File: src/rtl/sa_pkg.sv
// rtl/sa_pkg.sv - shared state encoding, data-format constants and width helpers for the stream feeder
package sa_pkg;

    typedef enum logic [5:0] {
        ST_IDLE  = 6'b000001,
        ST_CLR   = 6'b000010,
        ST_LOAD  = 6'b000100,
        ST_FLUSH = 6'b001000,
        ST_WAIT  = 6'b010000,
        ST_DONE  = 6'b100000
    } sa_state_e;

    // Q2.13 operands
    localparam int SA_D_W       = 16;
    localparam int SA_FRAC_BITS = 13;

    function automatic int sa_cnt_w(input int max_val);
        return (max_val < 1) ? 1 : $clog2(max_val + 1);
    endfunction

    function automatic int sa_max(input int a, input int b);
        return (a > b) ? a : b;
    endfunction

endpackage

File: src/rtl/sa_stream_feeder_if.sv
// rtl/sa_stream_feeder_if.sv - operand-pair handshake between the matrix buffers and the feeder
interface sa_stream_feeder_if #(
    parameter int D_W  = 16,
    parameter int SA_R = 16,
    parameter int SA_C = 16
);
    logic                I_VEC_VLD;
    logic                O_VEC_RDY;
    logic [SA_R*D_W-1:0] I_X_VEC;
    logic [SA_C*D_W-1:0] I_W_VEC;

    modport master (output I_VEC_VLD, output I_X_VEC, output I_W_VEC, input O_VEC_RDY);
    modport slave  (input I_VEC_VLD, input I_X_VEC, input I_W_VEC, output O_VEC_RDY);
endinterface

File: src/rtl/sa_skew_line.sv
// rtl/sa_skew_line.sv - per-lane step-enabled delay line followed by the lane output register
module sa_skew_line #(
    parameter int D_W   = 16,
    parameter int DEPTH = 0
) (
    input  logic           I_CLK,
    input  logic           I_ASYN_RSTN,
    input  logic           I_SYNC_RSTN,
    input  logic           i_step,
    input  logic [D_W-1:0] i_din,
    output logic [D_W-1:0] o_dout
);

    logic [D_W-1:0] tap;
    logic [D_W-1:0] out_q, out_d;

    generate
        if (DEPTH == 0) begin : g_direct
            assign tap = i_din;
        end else begin : g_line
            logic [D_W-1:0] line_q [DEPTH];
            logic [D_W-1:0] line_d [DEPTH];

            always_comb begin
                line_d = line_q;
                if (i_step) begin
                    line_d[0] = i_din;
                    for (int k = 1; k < DEPTH; k++) begin
                        line_d[k] = line_q[k-1];
                    end
                end
            end

            always_ff @(posedge I_CLK or negedge I_ASYN_RSTN) begin
                if (!I_ASYN_RSTN) begin
                    for (int k = 0; k < DEPTH; k++) line_q[k] <= '0;
                end else if (!I_SYNC_RSTN) begin
                    for (int k = 0; k < DEPTH; k++) line_q[k] <= '0;
                end else begin
                    line_q <= line_d;
                end
            end

            assign tap = line_q[DEPTH-1];
        end
    endgenerate

    always_comb begin
        out_d = out_q;
        if (i_step) out_d = tap;
    end

    always_ff @(posedge I_CLK or negedge I_ASYN_RSTN) begin
        if (!I_ASYN_RSTN) begin
            out_q <= '0;
        end else if (!I_SYNC_RSTN) begin
            out_q <= '0;
        end else begin
            out_q <= out_d;
        end
    end

    assign o_dout = out_q;

endmodule

File: src/rtl/sa_stream_feeder.sv
// rtl/sa_stream_feeder.sv - skewing, paced operand feeder for the PE array; SA_FEED_STALL_CNT_EN adds O_STALL_CNT
module sa_stream_feeder
    import sa_pkg::*;
#(
    parameter int D_W          = SA_D_W,
    parameter int SA_R         = 16,
    parameter int SA_C         = 16,
    parameter int MAX_K        = 64,
    parameter int SHIFT_PERIOD = 5,
    parameter int PE_LAT       = 4
) (
    input  logic                         I_CLK,
    input  logic                         I_ASYN_RSTN,
    input  logic                         I_SYNC_RSTN,
    input  logic                         I_START,
    input  logic [$clog2(MAX_K+1)-1:0]   I_K_LEN,
    input  logic                         I_ACC_MODE,
    sa_stream_feeder_if.slave            vec_if,
    output logic [SA_R*D_W-1:0]          O_X_SKEW,
    output logic [SA_C*D_W-1:0]          O_W_SKEW,
    output logic                         O_PE_SHIFT,
    output logic                         O_PE_CLR,
    output logic                         O_BUSY,
    output logic                         O_DONE
`ifdef SA_FEED_STALL_CNT_EN
    ,
    output logic [15:0]                  O_STALL_CNT
`endif
);

    localparam int KW      = $clog2(MAX_K + 1);
    localparam int FLUSH_N = SA_R + SA_C - 2;
    localparam int CW      = sa_cnt_w(sa_max(sa_max(MAX_K, FLUSH_N), PE_LAT));
    localparam int DIVW    = sa_cnt_w(SHIFT_PERIOD);

    localparam logic [DIVW-1:0] DIV_LAST  = DIVW'(SHIFT_PERIOD - 1);
    localparam logic [CW-1:0]   FLUSH_CNT = CW'(FLUSH_N);
    localparam logic [CW-1:0]   WAIT_LAST = CW'((PE_LAT > 0) ? PE_LAT - 1 : 0);

    sa_state_e         state_q, state_d;
    logic [DIVW-1:0]   div_q, div_d;
    logic [CW-1:0]     cnt_q, cnt_d;
    logic [KW-1:0]     k_len_q, k_len_d;
    logic              acc_q, acc_d;
    logic              shift_q;
    logic              step;
    logic              div_end;
    logic              vec_rdy;
    logic              load_sel;
    logic [CW-1:0]     cnt_inc;
    logic [CW-1:0]     k_cnt;

    assign div_end  = (div_q == DIV_LAST);
    assign vec_rdy  = (state_q == ST_LOAD) && div_end;
    assign load_sel = (state_q == ST_LOAD);
    assign cnt_inc  = cnt_q + CW'(1);
    assign k_cnt    = CW'(k_len_q);

    // cnt_q is shared: K steps in LOAD, flush steps in FLUSH, latency cycles in WAIT
    always_comb begin
        state_d = state_q;
        div_d   = div_q;
        cnt_d   = cnt_q;
        k_len_d = k_len_q;
        acc_d   = acc_q;
        step    = 1'b0;
        case (state_q)
            ST_IDLE: begin
                if (I_START) begin
                    k_len_d = I_K_LEN;
                    acc_d   = I_ACC_MODE;
                    cnt_d   = '0;
                    state_d = (I_K_LEN == '0) ? ST_DONE : ST_CLR;
                end
            end
            ST_CLR: begin
                div_d   = '0;
                cnt_d   = '0;
                state_d = ST_LOAD;
            end
            ST_LOAD: begin
                if (div_end) begin
                    if (vec_if.I_VEC_VLD) begin
                        step  = 1'b1;
                        div_d = '0;
                        cnt_d = cnt_inc;
                        if (cnt_inc == k_cnt) begin
                            cnt_d   = '0;
                            state_d = (FLUSH_N == 0) ? ST_WAIT : ST_FLUSH;
                        end
                    end
                end else begin
                    div_d = div_q + DIVW'(1);
                end
            end
            ST_FLUSH: begin
                if (div_end) begin
                    step  = 1'b1;
                    div_d = '0;
                    cnt_d = cnt_inc;
                    if (cnt_inc == FLUSH_CNT) begin
                        cnt_d   = '0;
                        state_d = ST_WAIT;
                    end
                end else begin
                    div_d = div_q + DIVW'(1);
                end
            end
            ST_WAIT: begin
                if (cnt_q == WAIT_LAST) begin
                    cnt_d   = '0;
                    state_d = ST_DONE;
                end else begin
                    cnt_d = cnt_inc;
                end
            end
            ST_DONE: state_d = ST_IDLE;
            default: state_d = ST_IDLE;
        endcase
    end

    always_ff @(posedge I_CLK or negedge I_ASYN_RSTN) begin
        if (!I_ASYN_RSTN) begin
            state_q <= ST_IDLE;
            div_q   <= '0;
            cnt_q   <= '0;
            k_len_q <= '0;
            acc_q   <= 1'b0;
            shift_q <= 1'b0;
        end else if (!I_SYNC_RSTN) begin
            state_q <= ST_IDLE;
            div_q   <= '0;
            cnt_q   <= '0;
            k_len_q <= '0;
            acc_q   <= 1'b0;
            shift_q <= 1'b0;
        end else begin
            state_q <= state_d;
            div_q   <= div_d;
            cnt_q   <= cnt_d;
            k_len_q <= k_len_d;
            acc_q   <= acc_d;
            shift_q <= step;
        end
    end

    assign vec_if.O_VEC_RDY = vec_rdy;
    assign O_PE_SHIFT       = shift_q;
    assign O_PE_CLR         = (state_q == ST_CLR) && !acc_q;
    assign O_BUSY           = (state_q != ST_IDLE);
    assign O_DONE           = (state_q == ST_DONE);

    // Lane i is delayed i steps so diagonal wavefronts meet inside the array; FLUSH feeds zeros
    for (genvar i = 0; i < SA_R; i++) begin : g_x
        sa_skew_line #(.D_W(D_W), .DEPTH(i)) u_line (
            .I_CLK       (I_CLK),
            .I_ASYN_RSTN (I_ASYN_RSTN),
            .I_SYNC_RSTN (I_SYNC_RSTN),
            .i_step      (step),
            .i_din       (load_sel ? vec_if.I_X_VEC[i*D_W +: D_W] : {D_W{1'b0}}),
            .o_dout      (O_X_SKEW[i*D_W +: D_W])
        );
    end

    for (genvar j = 0; j < SA_C; j++) begin : g_w
        sa_skew_line #(.D_W(D_W), .DEPTH(j)) u_line (
            .I_CLK       (I_CLK),
            .I_ASYN_RSTN (I_ASYN_RSTN),
            .I_SYNC_RSTN (I_SYNC_RSTN),
            .i_step      (step),
            .i_din       (load_sel ? vec_if.I_W_VEC[j*D_W +: D_W] : {D_W{1'b0}}),
            .o_dout      (O_W_SKEW[j*D_W +: D_W])
        );
    end

`ifdef SA_FEED_STALL_CNT_EN
    logic [15:0] stall_q, stall_d;

    always_comb begin
        stall_d = stall_q;
        if ((state_q == ST_IDLE) && I_START) begin
            stall_d = '0;
        end else if (vec_rdy && !vec_if.I_VEC_VLD && (stall_q != 16'hFFFF)) begin
            stall_d = stall_q + 16'd1;
        end
    end

    always_ff @(posedge I_CLK or negedge I_ASYN_RSTN) begin
        if (!I_ASYN_RSTN) begin
            stall_q <= '0;
        end else if (!I_SYNC_RSTN) begin
            stall_q <= '0;
        end else begin
            stall_q <= stall_d;
        end
    end

    assign O_STALL_CNT = stall_q;
`endif

endmodule

File: src/flat_wrapper.sv
// flat-port wrapper written by rule: the top's interface ports become plain ports
module sa_stream_feeder_flat import sa_pkg::*;
#(
    parameter int D_W          = SA_D_W,
    parameter int SA_R         = 16,
    parameter int SA_C         = 16,
    parameter int MAX_K        = 64,
    parameter int SHIFT_PERIOD = 5,
    parameter int PE_LAT       = 4
)
  (I_CLK, I_ASYN_RSTN, I_SYNC_RSTN, I_START, I_K_LEN, I_ACC_MODE, O_X_SKEW, O_W_SKEW, O_PE_SHIFT, O_PE_CLR, O_BUSY, O_DONE, vec_if_I_VEC_VLD, vec_if_I_X_VEC, vec_if_I_W_VEC, vec_if_O_VEC_RDY);
  sa_stream_feeder_if #(.D_W(D_W), .SA_R(SA_R), .SA_C(SA_C)) vec_if_i ();
  input  logic I_CLK;
  input  logic I_ASYN_RSTN;
  input  logic I_SYNC_RSTN;
  input  logic I_START;
  input  logic [$clog2(MAX_K+1)-1:0] I_K_LEN;
  input  logic I_ACC_MODE;
  output logic [SA_R*D_W-1:0] O_X_SKEW;
  output logic [SA_C*D_W-1:0] O_W_SKEW;
  output logic O_PE_SHIFT;
  output logic O_PE_CLR;
  output logic O_BUSY;
  output logic O_DONE;
  input wire logic [$bits(vec_if_i.I_VEC_VLD)-1:0] vec_if_I_VEC_VLD;
  input wire logic [$bits(vec_if_i.I_X_VEC)-1:0] vec_if_I_X_VEC;
  input wire logic [$bits(vec_if_i.I_W_VEC)-1:0] vec_if_I_W_VEC;
  output wire logic [$bits(vec_if_i.O_VEC_RDY)-1:0] vec_if_O_VEC_RDY;
  assign vec_if_i.I_VEC_VLD = vec_if_I_VEC_VLD;
  assign vec_if_i.I_X_VEC = vec_if_I_X_VEC;
  assign vec_if_i.I_W_VEC = vec_if_I_W_VEC;
  assign vec_if_O_VEC_RDY = vec_if_i.O_VEC_RDY;
  sa_stream_feeder #(.D_W(D_W), .SA_R(SA_R), .SA_C(SA_C), .MAX_K(MAX_K), .SHIFT_PERIOD(SHIFT_PERIOD), .PE_LAT(PE_LAT)) u_core (.I_CLK(I_CLK), .I_ASYN_RSTN(I_ASYN_RSTN), .I_SYNC_RSTN(I_SYNC_RSTN), .I_START(I_START), .I_K_LEN(I_K_LEN), .I_ACC_MODE(I_ACC_MODE), .vec_if(vec_if_i), .O_X_SKEW(O_X_SKEW), .O_W_SKEW(O_W_SKEW), .O_PE_SHIFT(O_PE_SHIFT), .O_PE_CLR(O_PE_CLR), .O_BUSY(O_BUSY), .O_DONE(O_DONE));
endmodule
File: config.mk
export PLATFORM = sky130hd
export DESIGN_NAME = sa_stream_feeder_flat
export DESIGN_NICKNAME = d
export VERILOG_FILES = /design/src/rtl/sa_pkg.sv /design/src/rtl/sa_stream_feeder_if.sv /design/src/rtl/sa_skew_line.sv /design/src/rtl/sa_stream_feeder.sv /design/src/flat_wrapper.sv
export SDC_FILE = /design/constraint.sdc
export NUM_CORES = 2
export LEC_CHECK = 0
export BUFFER_PORTS_ARGS = -buffer_cell sky130_fd_sc_hd__buf_2
export CORE_AREA = 2 2 510 512
export CTS_BUF_LIST = sky130_fd_sc_hd__clkbuf_16
export DETAILED_ROUTE_END_ITERATION = 6
export DIE_AREA = 0 0 512 514
export GPL_TIMING_DRIVEN = 1
export PLACE_DENSITY = 0.79
export SKIP_LAST_GASP = 1
export SYNTH_ARGS = -nofsm -noshare
export SYNTH_HDL_FRONTEND = slang
export SYNTH_SLANG_ARGS = --single-unit
File: constraint.sdc
create_clock -name I_CLK -period 2.91 [get_ports I_CLK]
set_input_delay 0.1455 -clock I_CLK [delete_from_list [all_inputs] [get_ports I_CLK]]
set_output_delay 0.1455 -clock I_CLK [all_outputs]
set_load 0.005 [all_outputs]
; ---- Word level (Yosys, flattened, before mapping)
; Cells that the tools add are included.
[classes]
n_addsub = 2
eq_ne = 24
muxes = 191
reduce_logical = 8
[op_table]
columns = op, count
row1 = $mux 16, 100
row2 = $mux 240, 4
row3 = $mux 224, 4
row4 = $mux 208, 4
row5 = $mux 192, 4
row6 = $mux 176, 4
row7 = $mux 160, 4
row8 = $mux 144, 4
row9 = $mux 128, 4
row10 = $mux 112, 4
row11 = $mux 96, 4
row12 = $mux 80, 4
row13 = $mux 64, 4
row14 = $mux 48, 4
row15 = $mux 32, 4
row16 = $mux 7, 11
row17 = $mux 6, 9
row18 = $pmux 7 s5, 1
row19 = $pmux 6 s5, 1
row20 = $mux 3, 4
row21 = $ne 3x2->1 const B, 4
row22 = $ne 6x1->1 const B, 2
row23 = $ne 3x3->1 const B, 3
row24 = $pmux 3 s3, 1
row25 = 23 further kinds, 33
[totals]
elab_cells = 503
output_inout_bits = 517
register_bits = 4377
inputBits = 525

; ---- Depth between registers and ports, before layout
[logic_depth]
ltp_word = 7
ltp_mapped = 11
ltp_nobuf = 8

; ---- Hierarchy
; A second synthesis with hierarchy kept.
[hier_totals]
hier_cells = 14778
area_unflattened_um2 = 193634.5
[modules_own_cells]
columns = module, n_inst, cells_per_inst, seq_area_each_um2, area_each_um2
row1 = sa_skew_line (u_core.g_w[15].u_line ...), 2, 825, 6406.1, 11232.0
row2 = sa_skew_line (u_core.g_w[14].u_line ...), 2, 773, 6005.8, 10387.5
row3 = sa_skew_line (u_core.g_w[13].u_line ...), 2, 722, 5605.4, 9624.2
row4 = sa_skew_line (u_core.g_w[12].u_line ...), 2, 670, 5205.0, 8904.8
row5 = sa_skew_line (u_core.g_w[11].u_line ...), 2, 619, 4804.6, 8423.1
row6 = sa_skew_line (u_core.g_w[10].u_line ...), 2, 567, 4404.2, 7616.1
row7 = sa_skew_line (u_core.g_w[9].u_line ...), 2, 515, 4003.8, 6889.1
row8 = sa_skew_line (u_core.g_w[8].u_line ...), 2, 464, 3603.5, 6154.7
row9 = sa_skew_line (u_core.g_w[7].u_line ...), 2, 412, 3203.1, 5609.1
row10 = sa_skew_line (u_core.g_w[6].u_line ...), 2, 361, 2802.7, 4880.9
row11 = sa_skew_line (u_core.g_w[5].u_line ...), 2, 309, 2402.3, 4142.7
row12 = sa_skew_line (u_core.g_w[4].u_line ...), 2, 257, 2001.9, 3464.6
row13 = sa_skew_line (u_core.g_w[3].u_line ...), 2, 206, 1601.5, 2771.4
row14 = sa_stream_feeder, 1, 760, 626.9, 5066.1
row15 = 3 more rows, -, -, -, -

; ---- Worst setup path after synthesis
; No wires, ideal clock.
[synth_path]
path_type = reg-to-reg
startpoint = register u_core.cnt_q[1]
endpoint = register u_core.cnt_q[3]
setup_ps = 142
required_ps = 2768
synth_period_minus_slack_ps = 2297
arrival_time_ps = 2155
n_path_buf = 0
stages_incl_launch_ff = 8
path_slack_ps = 613
path_cell_list = dfrtp_1 ha_1 nand3_2 or3_1 a221oi_2 a31oi_2 o311ai_0 o211ai_1
[synth_between]
elab_chain_cells = 7
elab_cells_between_ends = 12
classes_between = add/sub (1) / eq/ne (3) / mux (8)
[synth_rtl]
columns = item, line
row1 = from (decl), sa_stream_feeder.sv:42  ; logic [CW-1:0] cnt_q, cnt_d;
row2 = from (signal assigned), sa_stream_feeder.sv:140  ; cnt_q <= cnt_d;
row3 = $add 7x1->7, sa_stream_feeder.sv:56  ; assign cnt_inc = cnt_q + CW'(1);
row4 = $eq 7x7->1, sa_stream_feeder.sv:87  ; if (cnt_inc == k_cnt) begin
row5 = $mux 7, sa_stream_feeder.sv:87
row6 = $mux 7, sa_stream_feeder.sv:83  ; if (vec_if.I_VEC_VLD) begin
row7 = $mux 7, sa_stream_feeder.sv:82  ; if (div_end) begin
row8 = $pmux 7 s5 (*), sa_stream_feeder.sv:67  ; case (state_q)
row9 = $mux 7 (*), sa_stream_feeder.sv:130  ; end else if (!I_SYNC_RSTN) begin
; Every way passes the cells marked *; elsewhere a longest branch is shown, timed or not. The select of a mux whose other input is x is not followed.
; A chain may end at the register's enable or synchronous reset.

; ---- Final worst setup path
[layout_path]
startpoint = register u_core.state_q[4]
endpoint = register u_core.g_x[1].u_line.g_line.line_q[10] in the netlist's numbering
[layout_between]
elab_chain_cells = 4
elab_cells_between_ends = 7
classes_between = eq/ne (3) / mux (4)
[layout_rtl]
columns = item, line
row1 = from (decl), sa_stream_feeder.sv:40  ; sa_state_e state_q, state_d;
row2 = from (signal assigned), sa_stream_feeder.sv:138  ; state_q <= state_d;
row3 = $eq 6x3->1, "sa_stream_feeder.sv:55, sa_stream_feeder.sv:67"
row4 = $mux 16, sa_stream_feeder.sv:160  ; .i_din (load_sel ? vec_if.I_X_VEC[i*D_W +: D_W] : {D_W{1'b0}}),
row5 = $mux 16, sa_skew_line.sv:26  ; if (i_step) begin
row6 = $mux 16, sa_skew_line.sv:37  ; end else if (!I_SYNC_RSTN) begin
row7 = to (signal assigned), sa_skew_line.sv:40  ; line_q <= line_d;
row8 = to (decl), sa_skew_line.sv:21  ; logic [D_W-1:0] line_q [DEPTH];
; Several ways; a longest one is shown, not always the timed one. The select of a mux whose other input is x is not followed.

==> out/results.ini <==
[logic_synthesis]
synthesis.area_um2=154000
yosys.area.top_type=dfrtp_1
ys_types=53
syn_inst=9889
synth_mux_area_share_pct=0.00651
synthTopCellsByArea=dfrtp_1 71%, a22o_1 25%, buf_2 2.5%
synth-xor-area-share_pct=0.0456
syn_avg_cell_area_um2=15.6
synth_flop_cell=dfrtp_1
synth_compound_area_share_pct=25.1
synth_edf_count=0
synth-seq-area-share_pct=71.2
yosysWarnings=0
ys_async_sr_fraction_pct=100
synth_adder_area_share_pct=0.0325
synth_top_family_by_area=compound AO/OA/AOI/OAI gates
synth_top_area_share_pct=71.2
synth-seq-cells=4377
synth-simple-area-share_pct=0.318
syn_nets=10400

[critical_path]
r2r-start=u_core.state_q[4]$_DFFE_PN0P_
cpMostUsedCell=buf_12
crit_path_start_kind=flop
required_ns=3.68
worstPathArrival_ns=3.65
slowest_stage=dfrtp_1
r2r-end=u_core.g_x[1].u_line.g_line.line_q[10]$_DFFE_PN0P_
max_stage_delay_ns=0.49
reg2reg_slack_ns=0.04
endpoint_kind=flop
cp_cell_sequence=nor4_2, nand2_2, o22a_1, o21ai_2, nor3_4, buf_12, buf_12, a22o_1
crit_type=reg2reg
worst_r2r_path_depth=8
worst-path-max-fanout=35
crit_buf_inv=2
crit_family=compound AO/OA/AOI/OAI gates

[finish]
final_common_cell=dfrtp_1
fin_util_pct=72.2
mostFrequentLayoutCells=4,376 x dfrtp_1, 4,354 x a22o_1, 1,040 x buf_2, 998 x dlygate4sd3_1, 422 x clkbuf_16
final_cells=15500
nets=12300
drive_above_1_share_pct=16.7
area_delta_synth_final_pct=21.2

[routing]
first_pass_iters=7
wl_per_cell_um=27.1
drt-initial-drc-count=12200
vias=104000
vias_per_cell=6.68
ant_nets=0
drt_wl_total_um=421000
drc=0

[cts]
clock_latency_ns=0.96
cts_buffers=415
cts_max_level=5
clockBufferDepth=4
cts_setup_buffers=0
clk_pin_slew_ns=0.07
cts_root_buffer=clkbuf_16
cts_tree=yes
clock_sinks=4377

[pwr]
p_leak_nw=93.4
p_per_area_nw_per_um2=636
combPwrFrac_pct=3.7
switching_share_pct=22.8
switchingPower_w=0.0271
p_int_w=0.0914
irDropWorstVdd_mv=0.574
pwr-share-seq_pct=51.4
power.share.clock_pct=44.8

[sta]
slew_headroom_pct=32.5
tightestPinTransition_ns=1.01
rsz0062_at_grt=yes
skew_ns=0.0575
hold_slack_ns=0.0524
setup_viol_count_final=0
setup_tns_ns=0
post-route-period-util_pct=98.8
slew_violations=0
hold_viol=0
fin_crit_ns=2.87
fmax_ghz=0.348
finalWorstSetupSlack_ns=0.0354

[global_route]
grt_pass1_wl_um=657000
met3_usage_pct=6.95
grt_overflow=0
grt.busiest_layer=met2
grt_max_degree=215
antenna_found_initial=42
grt_pass1_vias=105000
grtUsageTotal_pct=31.7
use_met2_pct=48.5
met1_usage_pct=43.9

[placed_design]
dpl_worst_slack_ns=0.170
routabilityCongestion=0.890
dp_hpwl_um=220000
portBuffers=1041
placed_cells=13700

[job]
drv_cap=0

[worst_hold_path]
hold_end=u_core.g_x[5].u_line.g_line.line_q[65]$_DFFE_PN0P_
hold_class=in2reg
hold_depth=3
min_from=vec_if_I_X_VEC[81]

[run_status]
status=finished, final reports clean

[floorplan]
die_x_um=512
io_pins=1042
core_um2=258000
start_util_pct=59.6
dieArea_um2=263000
die_h_um=514
core.rowCount=187

flip-flops by register name, indices dropped and copies added, names as in the netlist:
signal / count
u_core.acc_q: 1
u_core.g_w.u_line.tap: 224
u_core.g_x.u_line.g_line.line_q: 1696
u_core.g_x.u_line.tap: 224
u_core.state_q: 6
u_core.cnt_q: 7
u_core.g_x.u_line.o_dout: 256
u_core.O_PE_SHIFT: 1
u_core.g_w.u_line.g_line.line_q: 1696
u_core.div_q: 3
u_core.k_cnt: 7
u_core.g_w.u_line.o_dout: 256
Yosys cell counts (4+ instances only):
cell	instances
nand2_1	32
nor2_1	12
buf_6	52
o21ai_0	14
dfrtp_1	4376
nor2b_1	6
buf_1	8
clkbuf_1	136
nand3_1	15
o311ai_0	4
a22o_1	4354
xor2_1	5
inv_1	9
ha_1	4
nor3_1	6
buf_2	783
a21oi_1	15
repair_timing:
item / CTS / global route
setup endpoints to repair: 0 / 32
hold endpoints to repair: 2496 / 0
hold buffers: 999 / 0
resized for setup: 0 / 3
routing by layer:
layer	vias to the layer above	part of all wire, %	routed length (µm)
met5	-	0.028	116
met4	18	5.3	22200
met3	1322	8.5	35700
met2	5666	47	197000
met1	54600	39	166000
li1	42200	-	-
power by group through the flow:
stage	Sequential, W	Combinational (W)	Clock (W)
after CTS	0.0609	0.00432	0.0529
after global routing	0.0609	0.00485	0.0561
after floorplan	0.0621	0.00105	0
after global placement	0.0621	0.00315	0
after detailed placement	0.0621	0.00324	0
final	0.0609	0.00444	0.0531
area by class of cell:
| cell class | instances | area [µm²] |
|---|---|---|
| Multi-Input combinational cell | 4523 | 39200 |
| Inverter | 10 | 37.5 |
| Clock inverter | 344 | 2530 |
| Clock buffer | 422 | 10600 |
| Tap cell | 3402 | 4260 |
| Fill cell | 14500 | 71700 |
| Timing Repair Buffer | 2421 | 20100 |
| Antenna cell | 36 | 90.1 |
| Sequential cell | 4377 | 110000 |
kinds of logic after synthesis:
kind of cell    count (synthesis)
buf+inv                       989
flops                        4377
xor+xnor                        8
compound gates               4416
simple gates                   94
fa+ha+maj                       4
mux                             1
worst max-delay path by stage:
| stage | startpoint | endpoint | slack (ns) | depth (start not counted) |
|---|---|---|---|---|
| 2_1_floorplan | u_core.cnt_q[1]$_DFFE_PN0P_ | u_core.cnt_q[3]$_DFFE_PN0P_ | 0.61 | 7 |
| 3_3_place_gp | u_core.cnt_q[0]$_DFFE_PN0P_ | u_core.cnt_q[2]$_DFFE_PN0P_ | 0.01 | 7 |
| 3_5_place_dp | u_core.cnt_q[0]$_DFFE_PN0P_ | u_core.cnt_q[2]$_DFFE_PN0P_ | 0.17 | 7 |
| 4_1_cts | u_core.state_q[2]$_DFFE_PN0P_ | u_core.g_x[12].u_line.g_line.line_q[183]$_DFFE_PN0P_ | 0.16 | 9 |
| 5_1_grt | u_core.state_q[4]$_DFFE_PN0P_ | u_core.g_x[1].u_line.g_line.line_q[10]$_DFFE_PN0P_ | -0.05 | 8 |
| 6_report | u_core.state_q[4]$_DFFE_PN0P_ | u_core.g_x[1].u_line.g_line.line_q[10]$_DFFE_PN0P_ | 0.04 | 8 |
metrics by stage:
stage          cell area (µm²)  power [W]
2_1_floorplan           154000     0.0631
3_3_place_gp            163000     0.0652
3_5_place_dp            163000     0.0653
4_1_cts                 186000      0.118
5_1_grt                 186000      0.122
6_report                186000      0.118
tightest hold or removal path: stages:
cell and delay [ns]:
dlygate4sd3_1 0.52, buf_2 0.14, a22o_1 0.13
Power figures use the tool's default switching activity.
